[src/rtl/mult_ctrl.sv]
// mult_ctrl: sequencing front end for the pipelined unsigned multiplier IP.
// Accepts MULT/MULTU requests and converts signed operands to magnitudes.
// Holds the IP inputs for LATENCY cycles, then captures the product and
// re-applies its sign. Stalls the pipeline while busy and honours flush.
// LATENCY must be at least 1.
module mult_ctrl #(
   parameter int DATA_W  = 32,
   parameter int LATENCY = 6
) (
   input  logic                  clk,
   input  logic                  rst,
   input  logic                  start,
   input  logic                  is_signed,
   input  logic [DATA_W-1:0]     op1,
   input  logic [DATA_W-1:0]     op2,
   input  logic                  flush,
   output logic [DATA_W-1:0]     ip_a,
   output logic [DATA_W-1:0]     ip_b,
   input  logic [2*DATA_W-1:0]   ip_p,
   output logic                  stall_req,
   output logic [2*DATA_W-1:0]   result,
   output logic                  result_valid
);

   // Counter must hold LATENCY+1; the WAIT phase spans LATENCY+1 cycles.
   localparam int CNT_W = $clog2(LATENCY + 2);
   localparam logic [CNT_W-1:0] CNT_LOAD = CNT_W'(LATENCY + 1);
   localparam logic [CNT_W-1:0] CNT_ONE  = CNT_W'(1);

   typedef enum logic [1:0] {
      IDLE = 2'd0,
      WAIT = 2'd1,
      DONE = 2'd2
   } state_t;

   state_t             state_q, state_d;
   logic [CNT_W-1:0]   cnt_q, cnt_d;
   logic               neg;
   logic               accept;
   logic               capture;

   // Two's complement magnitude; the most negative value maps to itself,
   // which is the correct unsigned magnitude.
   function automatic logic [DATA_W-1:0] magnitude(input logic [DATA_W-1:0] v,
                                                    input logic sgn);
      logic signed [DATA_W-1:0] sv;
      sv = v;
      if (sgn && (sv < 0))
         return DATA_W'(-sv);
      else
         return v;
   endfunction

   // Re-apply the product sign modulo 2^(2*DATA_W).
   function automatic logic [2*DATA_W-1:0] apply_sign(input logic [2*DATA_W-1:0] p,
                                                      input logic n);
      if (n)
         return ~p + (2*DATA_W)'(1);
      else
         return p;
   endfunction

   // Accept/capture qualifiers; flush overrides both.
   always_comb begin
      accept  = ((state_q == IDLE) || (state_q == DONE)) && start && !flush;
      capture = (state_q == WAIT) && (cnt_q == CNT_ONE) && !flush;
   end

   // Control state and latency counter.
   always_ff @(posedge clk) begin
      if (!rst) begin
         state_q <= IDLE;
         cnt_q   <= '0;
      end else begin
         state_q <= state_d;
         cnt_q   <= cnt_d;
      end
   end

   // Next-state logic, stall and strobe outputs.
   always_comb begin
      state_d      = state_q;
      cnt_d        = cnt_q;
      stall_req    = (state_q == WAIT) || accept;
      result_valid = (state_q == DONE);
      if (flush) begin
         state_d = IDLE;
         cnt_d   = '0;
      end else begin
         case (state_q)
            IDLE: begin
               if (accept) begin
                  state_d = WAIT;
                  cnt_d   = CNT_LOAD;
               end
            end
            WAIT: begin
               cnt_d = cnt_q - CNT_ONE;
               if (cnt_q == CNT_ONE)
                  state_d = DONE;
            end
            DONE: begin
               if (accept) begin
                  state_d = WAIT;
                  cnt_d   = CNT_LOAD;
               end else begin
                  state_d = IDLE;
               end
            end
            default: begin
               state_d = IDLE;
               cnt_d   = '0;
            end
         endcase
      end
   end

   // Operand magnitudes and sign at accept; signed product at capture.
   always_ff @(posedge clk) begin
      if (!rst) begin
         ip_a   <= '0;
         ip_b   <= '0;
         neg    <= 1'b0;
         result <= '0;
      end else begin
         if (accept) begin
            ip_a <= magnitude(op1, is_signed);
            ip_b <= magnitude(op2, is_signed);
            neg  <= is_signed & (op1[DATA_W-1] ^ op2[DATA_W-1]);
         end
         if (capture)
            result <= apply_sign(ip_p, neg);
      end
   end

endmodule

[config.mk]
export PLATFORM = sky130hd
export DESIGN_NAME = mult_ctrl
export DESIGN_NICKNAME = d
export VERILOG_FILES = /design/src/rtl/mult_ctrl.sv
export SDC_FILE = /design/constraint.sdc
export NUM_CORES = 1
export LEC_CHECK = 0
export CAP_MARGIN = 25
export CELL_PAD_IN_SITES_DETAIL_PLACEMENT = 1
export CELL_PAD_IN_SITES_GLOBAL_PLACEMENT = 2
export CORE_UTILIZATION = 25
export DETAILED_ROUTE_END_ITERATION = 10
export PLACE_DENSITY = 0.89
export SLEW_MARGIN = 20
export SYNTH_ARGS = -nofsm -noshare
export SYNTH_HDL_FRONTEND = slang
export SYNTH_SLANG_ARGS = --single-unit
[constraint.sdc]
create_clock -name clk -period 3.2 [get_ports clk]
set_input_delay 0.64 -clock clk [delete_from_list [all_inputs] [get_ports clk]]
set_output_delay 0.64 -clock clk [all_outputs]
set_load 0.02 [all_outputs]
==> impl_metrics.json <==
{
  "synth_warnings": 0,
  "slew_violations": 0,
  "final_hold_viol_count": 0,
  "wire_per_inst_um": 18.6,
  "tightest_slew_ns": 0.600,
  "antenna_found_initial": 2,
  "cp-end-kind": "flip-flop",
  "rsz0062_at_grt": "no",
  "max_cap_violations": 0,
  "met1_usage_pct": 24.4,
  "synth_edf_count": 0,
  "pwr_density_cell_nw_per_um2": 401,
  "fmax_mhz": 352,
  "pin_count": 263,
  "critPathArrivalTime_ns": 3.14,
  "ant_nets": 0,
  "synth.yosys.seq_area_share_pct": 35.4,
  "crit_family": "simple AND/OR/NAND/NOR gates",
  "netlist_instances": 943,
  "die_y_um": 176,
  "path_cells": "clkdlybuf4s50_1 -> inv_1 -> ha_1 -> nor3b_1 -> nand4_1 -> or3_1 -> o41ai_1 -> xor2_1 -> a21oi_1",
  "p_total_mw": 4.63,
  "synth-async-reset-ratio_pct": 0,
  "irDropWorstVdd_mv": 0.307,
  "syn_nets": 1081,
  "cts_tree": "done",
  "worstPathMaxFanout": 5,
  "max_stage_delay_ns": 0.55,
  "gp_congestion": 0.919,
  "final_area_um2": 11600,
  "num_rows": 63,
  "die_area_um2": 31000,
  "drt_iter0_drc": 316,
  "clock_path_buffers": 2,
  "n_fill_cell": 3562,
  "synth_seq_cells": 134,
  "vias": 8323,
  "synthTopCellsByArea": "dfxtp_1 35%, xor2_1 8.0%, a21oi_1 5.8%, nor2_1 5.3%, a211oi_1 5.2%",
  "wl_mm": 30.3,
  "met3_usage_pct": 5.60,
  "layout-area-overhead-vs-synth_pct": 52.8,
  "first_pass_iters": 4,
  "status": "completed",
  "required_ns": 3.50,
  "start_kind": "input port",
  "fin_nets": 1366,
  "finalSetupViolations": 0,
  "fin_worst_skew_ns": 0.0156,
  "hpwl_mm": 22.9,
  "vias_per_cell": 5.10,
  "grt_pass1_wl_mm": 47.4,
  "timing.final.crit_share_pct": 88.8,
  "cts_buffers": 17,
  "fin_setup_tns_ns": 0,
  "drive_above_1_share_pct": 9.83,
  "synth_ff_type": "dfxtp_1",
  "cellLeakagePower_nw": 3.85,
  "top_usage_layer": "met2",
  "fin_crit_ns": 2.84,
  "clk_pin_slew_ns": 0.07,
  "path_buf_inv": 2,
  "grt_pass1_vias": 8536,
  "slew_headroom_pct": 60.0,
  "htreeDepth": 4,
  "cts_setup_buffers": 0,
  "yosys.cell_types.count": 59,
  "drc_errors": 0,
  "syn_avg_cell_area_um2": 8.02,
  "core_um2": 29700,
  "io_buffers": 262,
  "worstSetupPathType": "input port to flip-flop",
  "grt_start_max_net_pins": 123,
  "dpl_cell_area_um2": 11000,
  "cts-root-buf": "clkbuf_16",
  "met2_usage_pct": 32.1,
  "clkLatencyLatePin_ns": 0.42,
  "start_util_pct": 25.5,
  "synth_top_cell_by_area": "dfxtp_1",
  "hold_path_class": "flip-flop to flip-flop",
  "overflow": 0,
  "post_cts_resized": 0,
  "die_w_um": 176,
  "reg2reg_slack_ns": 1.12,
  "hold_slack_ns": 0.456,
  "synth_top_area_share_pct": 35.4,
  "synth_commonest_cells": "134 x dfxtp_1, 107 x nor2_1, 88 x a21oi_1",
  "gr-usage-all-layers_pct": 19.5,
  "clock-sinks": 134,
  "crit_path_top_delay_cell": "or3_1",
  "holdBufCountCts": 0,
  "yosysMostFrequentCell": "dfxtp_1",
  "syn-cell-area_um2": 7570
}
[layout make-up]
type                            instances  area [um^2]  share of cell area [%]
Clock buffer                           18          429                    3.71
Multi-Input combinational cell        734         4610                    39.9
Clock inverter                         14          149                    1.29
Inverter                               14         52.6                   0.455
Tap cell                              390          488                    4.22
Sequential cell                       134         2680                    23.2
Antenna cell                            1         2.50                  0.0216
Timing Repair Buffer                  327         3140                    27.2
[worst min-delay path, delay by kind of cell, from the launching register on]
kind             cells  cell delay [ns]
flip-flops           1             0.31
AND/OR/NAND/NOR      1             0.05
AO/OA/AOI/OAI        1             0.05
[routing by layer]
metal | share of wire (%) | vias up
li1 | - | 4046
met1 | 45 | 4007
met5 | 0.030 | -
met4 | 1.7 | 2
met3 | 7.0 | 34
met2 | 46 | 234
[report_power, final]
part	total, mW	leakage (nW)	internal, mW	switching, mW
Clock	1.99	0.273	1.15	0.838
Combinational	0.874	2.48	0.417	0.457
Sequential	1.77	1.09	1.73	0.0366
[worst paths after layout]
path               from         end  cells past startpoint
max             ip_p[1]  result[50]                      9
min           result[0]   result[0]                      2
max reg2reg  state_q[0]  result[52]                      5
min reg2reg   result[0]   result[0]                      2
[cells in the final DEF, fill, tap and decap left out, types with 11 or more instances in the layout]
| master | count |
|---|---|
| clkdlybuf4s50_1 | 261 |
| o21ai_1 | 15 |
| mux2i_1 | 11 |
| buf_4 | 62 |
| nor2_1 | 107 |
| nand2_1 | 46 |
| nand4_1 | 11 |
| xnor2_1 | 32 |
| nor3_1 | 26 |
| clkbuf_16 | 17 |
| a211oi_1 | 52 |
| xor2_1 | 69 |
| o21ai_0 | 67 |
| nor4_1 | 19 |
| inv_1 | 12 |
| o31ai_1 | 26 |
| and3_1 | 14 |
| or3_1 | 19 |
| dfxtp_1 | 133 |
| a21oi_1 | 88 |
| or4_1 | 11 |
| nand3_1 | 14 |
[registers in the layout, indices dropped and copies added, names as in the netlist]
register and flops:
state_q 2, cnt_q 3, neg 1, ip_a 32
result 64, ip_b 32
[kinds of logic after synthesis]
kind of cell,Yosys count,synth area share [%]
fa+ha+maj,5,0.827
buf+inv,75,3.77
flops,134,35.4
simple gates,314,21.8
xor+xnor,101,11.7
mux,11,1.46
compound gates,303,25.0
[per-stage QoR]
step | cells | setup WS [ns] | util [%]
2_1_floorplan | 943 | 0.620 | -
3_3_place_gp | 1599 | 0.0636 | 36.9
3_5_place_dp | 1599 | -0.0108 | 36.9
4_1_cts | 1631 | 0.362 | 38.9
5_1_grt | 1631 | 0.176 | 38.9
6_report | 1632 | 0.358 | 38.9
(Power assumes the default switching activity.)
